`config.mk`:
```
export PLATFORM = sky130hd
export DESIGN_NAME = bridge_sequencer
export DESIGN_NICKNAME = d
export VERILOG_FILES = /design/src/rtl/at24_pkg.sv /design/src/rtl/bridge_sequencer.sv
export SDC_FILE = /design/constraint.sdc
export NUM_CORES = 1
export LEC_CHECK = 0
export ABC_AREA = 1
export CAP_MARGIN = 20
export CORE_MARGIN = 2
export CORE_UTILIZATION = 40
export CTS_BUF_LIST = sky130_fd_sc_hd__clkbuf_4
export CTS_CLUSTER_DIAMETER = 60
export DETAILED_ROUTE_END_ITERATION = 8
export SLEW_MARGIN = 10
export SYNTH_ARGS = -nofsm -noshare
export SYNTH_HDL_FRONTEND = slang
export SYNTH_SLANG_ARGS = --single-unit
```
`constraint.sdc`:
```
create_clock -name clk -period 1.8 [get_ports clk]
set_input_delay 0.18 -clock clk [delete_from_list [all_inputs] [get_ports clk]]
set_output_delay 0.18 -clock clk [all_outputs]
set_load 0.03 [all_outputs]
```
`src/rtl/at24_pkg.sv`:
```
// Shared types and gate patterns for the H-bridge sequencer and its users.
package at24_pkg;

  typedef enum logic [2:0] {
    MODE_OFF     = 3'd0,
    MODE_PLUS    = 3'd1,
    MODE_MINUS   = 3'd2,
    MODE_PAUSE_P = 3'd3,
    MODE_PAUSE_N = 3'd4
  } bridge_mode_t;

  typedef enum logic [1:0] {
    S_IDLE = 2'd0,
    S_ON   = 2'd1,
    S_DEAD = 2'd2
  } bridge_state_t;

  localparam logic [3:0] PAT_TOP_OFF     = 4'b0000;
  localparam logic [3:0] PAT_BOT_OFF     = 4'b0000;
  localparam logic [3:0] PAT_TOP_PLUS    = 4'b0001;
  localparam logic [3:0] PAT_BOT_PLUS    = 4'b0010;
  localparam logic [3:0] PAT_TOP_MINUS   = 4'b0010;
  localparam logic [3:0] PAT_BOT_MINUS   = 4'b0001;
  localparam logic [3:0] PAT_TOP_PAUSE_P = 4'b0100;
  localparam logic [3:0] PAT_BOT_PAUSE_P = 4'b1000;
  localparam logic [3:0] PAT_TOP_PAUSE_N = 4'b1000;
  localparam logic [3:0] PAT_BOT_PAUSE_N = 4'b0100;

  function automatic logic mode_is_valid(input logic [2:0] code);
    return code <= 3'd4;
  endfunction

  function automatic logic [3:0] pat_top(input bridge_mode_t m);
    case (m)
      MODE_PLUS:    return PAT_TOP_PLUS;
      MODE_MINUS:   return PAT_TOP_MINUS;
      MODE_PAUSE_P: return PAT_TOP_PAUSE_P;
      MODE_PAUSE_N: return PAT_TOP_PAUSE_N;
      default:      return PAT_TOP_OFF;
    endcase
  endfunction

  function automatic logic [3:0] pat_bot(input bridge_mode_t m);
    case (m)
      MODE_PLUS:    return PAT_BOT_PLUS;
      MODE_MINUS:   return PAT_BOT_MINUS;
      MODE_PAUSE_P: return PAT_BOT_PAUSE_P;
      MODE_PAUSE_N: return PAT_BOT_PAUSE_N;
      default:      return PAT_BOT_OFF;
    endcase
  endfunction

  // Indicator vector order: {pause_n, pause_p, minus, plus}.
  function automatic logic [3:0] pat_ind(input bridge_mode_t m);
    case (m)
      MODE_PLUS:    return 4'b0001;
      MODE_MINUS:   return 4'b0010;
      MODE_PAUSE_P: return 4'b0100;
      MODE_PAUSE_N: return 4'b1000;
      default:      return 4'b0000;
    endcase
  endfunction

endpackage

```
`src/rtl/bridge_sequencer.sv`:
```
// Break-before-make H-bridge sequencer: dead time between conducting
// patterns, minimum on-time, and a one-cycle kill path.
module bridge_sequencer
  import at24_pkg::*;
#(
  parameter int unsigned DEAD_CYCLES   = 50,
  parameter int unsigned MIN_ON_CYCLES = 500,
  parameter int unsigned CNT_W         = 16
) (
  input  logic       clk,
  input  logic       rst,
  input  logic       req_valid,
  input  logic [2:0] req_mode,
  output logic       req_ready,
  input  logic       kill,
  output logic [3:0] o_top,
  output logic [3:0] o_bot,
  output logic       o_plus,
  output logic       o_minus,
  output logic       o_pause_p,
  output logic       o_pause_n,
  output logic       busy,
  output logic       err_bad_mode
);

  typedef struct packed {
    bridge_state_t    state;
    logic [CNT_W-1:0] cnt;
    bridge_mode_t     target;
    bridge_mode_t     mode;
    logic [3:0]       top;
    logic [3:0]       bot;
    logic [3:0]       ind;
    logic             busy;
    logic             err;
  } regs_t;

  localparam regs_t REGS_RST = '{S_IDLE, '0, MODE_OFF, MODE_OFF, '0, '0, '0, 1'b0, 1'b0};

  regs_t        r;
  regs_t        n;
  logic         accept;
  bridge_mode_t req_m;

  always_comb begin
    req_ready = 1'b0;
    case (r.state)
      S_IDLE:  req_ready = ~kill;
      S_ON:    req_ready = (r.cnt == '0) & ~kill;
      default: req_ready = 1'b0;
    endcase
  end

  assign accept = req_valid & req_ready;
  assign req_m  = bridge_mode_t'(req_mode);

  always_comb begin
    n     = r;
    n.err = 1'b0;
    case (r.state)
      S_IDLE: begin
        if (accept) begin
          if (!mode_is_valid(req_mode)) begin
            n.err = 1'b1;
          end else if (req_m != MODE_OFF) begin
            n.state = S_ON;
            n.mode  = req_m;
            n.cnt   = CNT_W'(MIN_ON_CYCLES);
            n.top   = pat_top(req_m);
            n.bot   = pat_bot(req_m);
            n.ind   = pat_ind(req_m);
          end
        end
      end
      S_ON: begin
        if (r.cnt != '0) n.cnt = r.cnt - CNT_W'(1);
        if (accept) begin
          if (!mode_is_valid(req_mode)) begin
            n.err = 1'b1;
          end else if (req_m != r.mode) begin
            n.state  = S_DEAD;
            n.target = req_m;
            n.mode   = MODE_OFF;
            n.cnt    = CNT_W'(DEAD_CYCLES);
            n.top    = '0;
            n.bot    = '0;
            n.ind    = '0;
          end
        end
      end
      S_DEAD: begin
        // Leave on cnt==1 so the zero pattern is held exactly DEAD_CYCLES cycles.
        if (r.cnt == CNT_W'(1)) begin
          if (r.target == MODE_OFF) begin
            n.state = S_IDLE;
            n.cnt   = '0;
          end else begin
            n.state = S_ON;
            n.mode  = r.target;
            n.cnt   = CNT_W'(MIN_ON_CYCLES);
            n.top   = pat_top(r.target);
            n.bot   = pat_bot(r.target);
            n.ind   = pat_ind(r.target);
          end
          n.target = MODE_OFF;
        end else begin
          n.cnt = r.cnt - CNT_W'(1);
        end
      end
      default: n = REGS_RST;
    endcase
    if (kill) begin
      n.state  = S_DEAD;
      n.target = MODE_OFF;
      n.mode   = MODE_OFF;
      n.cnt    = CNT_W'(DEAD_CYCLES);
      n.top    = '0;
      n.bot    = '0;
      n.ind    = '0;
      n.err    = 1'b0;
    end
    n.busy = (n.state != S_IDLE);
  end

  always_ff @(posedge clk or posedge rst) begin
    if (rst) r <= REGS_RST;
    else     r <= n;
  end

  assign o_top        = r.top;
  assign o_bot        = r.bot;
  assign o_plus       = r.ind[0];
  assign o_minus      = r.ind[1];
  assign o_pause_p    = r.ind[2];
  assign o_pause_n    = r.ind[3];
  assign busy         = r.busy;
  assign err_bad_mode = r.err;

endmodule

```
==> results.json <==
{
  "synth_top_area_cell": "dfrtp_1",
  "post-route-min-period_ns": 1.83,
  "worstHoldPathType": "in2async",
  "fin_cells": 498,
  "die_w_um": 81.5,
  "finalWorstSetupSlack_ns": -0.0279,
  "placed_cells": 468,
  "worstPathRequired_ns": 1.62,
  "synthAdderAreaFrac_pct": 2.60,
  "initialDrtViolationCount": 143,
  "io_pins": 22,
  "synth_nets": 355,
  "antenna_found_initial": 0,
  "powerDensity_nw_per_um2": 444,
  "cp_data_arrival_time_ns": 1.65,
  "maxSlewViolCount": 0,
  "hold_violations": 0,
  "clkSlewWorstSetupHoldPaths_ns": 0.11,
  "fin_hold_ws_ns": 0.223,
  "critPathLaunchType": "register",
  "synth_top_family_by_area": "simple AND/OR/NAND/NOR gates",
  "place_ws_ns": -0.278,
  "clock_sinks": 30,
  "grt_max_degree": 31,
  "drt.antenna.violating_nets": 0,
  "skew_ns": 0.00552,
  "dpl-instance-area_um2": 2940,
  "grtUsageTotal_pct": 21.4,
  "grt_pass1_wl_mm": 10.9,
  "p_leak_nw": 1.68,
  "crit_type": "reg2out",
  "ir_drop_v": 0.000290,
  "violations": "setup timing",
  "grt_overflow": 0,
  "finalInstanceArea_um2": 3350,
  "portBuffers": 21,
  "num-nets-final": 434,
  "die-area_um2": 6640,
  "ys_top_cells_by_area": "dfrtp_1, nand2_1, inv_1",
  "ys_warn_count": 0,
  "synthSimpleGateAreaFrac_pct": 41.4,
  "worst_pin_slew_ns": 0.467,
  "cts_buffer_depth": 2,
  "fin_crit_sh_pct": 102,
  "n_fill_cell": 554,
  "synth_compound_area_share_pct": 9.64,
  "setup_viol": 1,
  "initial_utilization_pct": 41.1,
  "ys_types": 35,
  "yosys_register_bits": 30,
  "coreArea_um2": 5850,
  "dr.pass1.iters": 4,
  "rsz0062_at_grt": "true",
  "cap_violations": 0,
  "fin_util_pct": 57.3,
  "antenna_cells": 0,
  "synth.area.mux_share_pct": 0,
  "drive_above_1_share_pct": 35.7,
  "ys_seq_area_share_pct": 31.3,
  "gp_congestion": 0.887,
  "remaining_drc_errors": 0,
  "cts_max_level": 2,
  "synth-xor-area-share_pct": 3.28,
  "fin_setup_tns_ns": -0.0279,
  "via_per_inst": 5.04,
  "grt_pass1_vias": 2292,
  "synthCells": 343,
  "slew-limit-headroom_pct": 68.5,
  "area_growth_pct": 39.5,
  "wl_per_cell_um": 13.3,
  "cts_root_buf": "clkbuf_4",
  "clk_latency_ns": 0.34,
  "crit_path_end_kind": "output port",
  "num_vias": 2512,
  "status": "finished, violations left",
  "wl_mm": 6.64,
  "hpwl_mm": 4.75,
  "syn_avg_cell_area_um2": 7.00,
  "fmax_ghz": 0.547,
  "synthesis.area_um2": 2400,
  "synth_top_area_share_pct": 31.3,
  "p_total_mw": 1.49,
  "critPathMaxFanout": 3,
  "cts_tree": "yes",
  "die_y_um": 81.5,
  "cts-buffers-inserted": 5,
  "num_rows": 28
}
==> state kept, by name, summed over array words and instances (netlist names) <==
name	count
r	24
o_top	3
busy	1
o_bot	1
err_bad_mode	1
==> cells by family after synthesis <==
logic type / Yosys count
DFF: 30
xor gates and xnor gates: 9
adders and majority gates: 5
buffers and inverters: 65
and+or+nand+nor: 198
AOI/OAI and AO/OA: 36
==> worst max-delay path, cell delays in order, from the launching register on <==
cell     delay, ns
dfrtp_1       0.42
inv_2         0.09
ha_4          0.15
nand2_4       0.07
nor2_8        0.15
nand3_2       0.11
nand2_4       0.11
buf_6         0.10
buf_6         0.11
==> placed cells by master, fill, tap and decap left out, types with 3 or more instances in the layout <==
cell and n:
a21oi_1 3, buf_4 56, buf_6 5, clkbuf_4 6
clkdlybuf4s50_1 20, dfrtp_1 26, dfrtp_2 4, ha_1 4
inv_1 42, inv_2 11, nand2_1 92, nand2_2 14
nand2_4 10, nand3_1 20, nand3_2 4, nand3_4 4
nand4_1 10, nor2_1 20, nor2_2 8, nor2_4 7
nor3_1 4, o21ai_0 6, o21ai_1 9, o21ai_2 7
o22ai_1 5, xor2_1 4, xor2_2 3
==> layer usage <==
metal	vias to the layer above	track usage (%)	wire length, µm
li1	1234	-	-
met5	-	0	0
met1	1200	29.8	3010
met2	65	34.0	3230
met4	0	5.42	118
met3	13	4.07	286
==> repair_timing <==
item,CTS,global route
resized for setup,7,40
hold buffers,0,0
gates cloned,0,1
endpoints found under the setup margin,1,27
setup buffers,8,13
pin swaps,5,17
==> worst paths after layout <==
path                             from   endpoint  depth (start not counted)  slack, ns
worst max-delay path            r[21]  req_ready                          8      -0.03
worst min-delay path              rst   o_bot[2]                          3       0.22
worst max register to register  r[21]      r[33]                         12       0.03
worst min register to register  r[34]      r[34]                          2       0.52
max in group asynchronous         rst      r[23]                          3       1.27
min in group clk                r[34]      r[34]                          2       0.52
==> synth_stat cells <==
cell type / count
a21oi_1: 3
a21oi_2: 2
a22oi_1: 1
a2bb2oi_1: 1
buf_1: 1
buf_4: 9
buf_6: 1
clkbuf_1: 1
dfrtp_1: 30
ha_1: 5
inv_1: 46
inv_2: 7
nand2_1: 102
nand2_2: 8
nand2_4: 6
nand3_1: 23
nand3_2: 2
nand3_4: 2
nand3b_1: 1
nand4_1: 10
nand4_2: 1
nor2_1: 25
nor2_2: 6
nor2_4: 4
nor2_8: 1
nor3_1: 5
nor3b_2: 1
o211ai_1: 2
o21ai_0: 6
o21ai_1: 9
o21ai_2: 7
o22ai_1: 5
or2_2: 1
xnor2_1: 2
xor2_1: 7
==> final cells by class <==
type	instances	area [µm²]	area share, %
clock buffer	6	45.0	1.34
clock inverter	2	8.76	0.261
inverter	53	199	5.94
multi-input combinational	249	1530	45.7
sequential	30	756	22.6
tap	75	93.8	2.80
timing repair buffer	83	717	21.4
==> power breakdown <==
group,total [mW],switching (mW),internal [mW],leakage (nW)
combinational,0.358,0.186,0.172,1.26
sequential,0.708,0.0181,0.690,0.388
clock,0.422,0.260,0.162,0.0331
total,1.49,0.464,1.02,1.68
No activity file was read; power rests on OpenSTA's default activity.
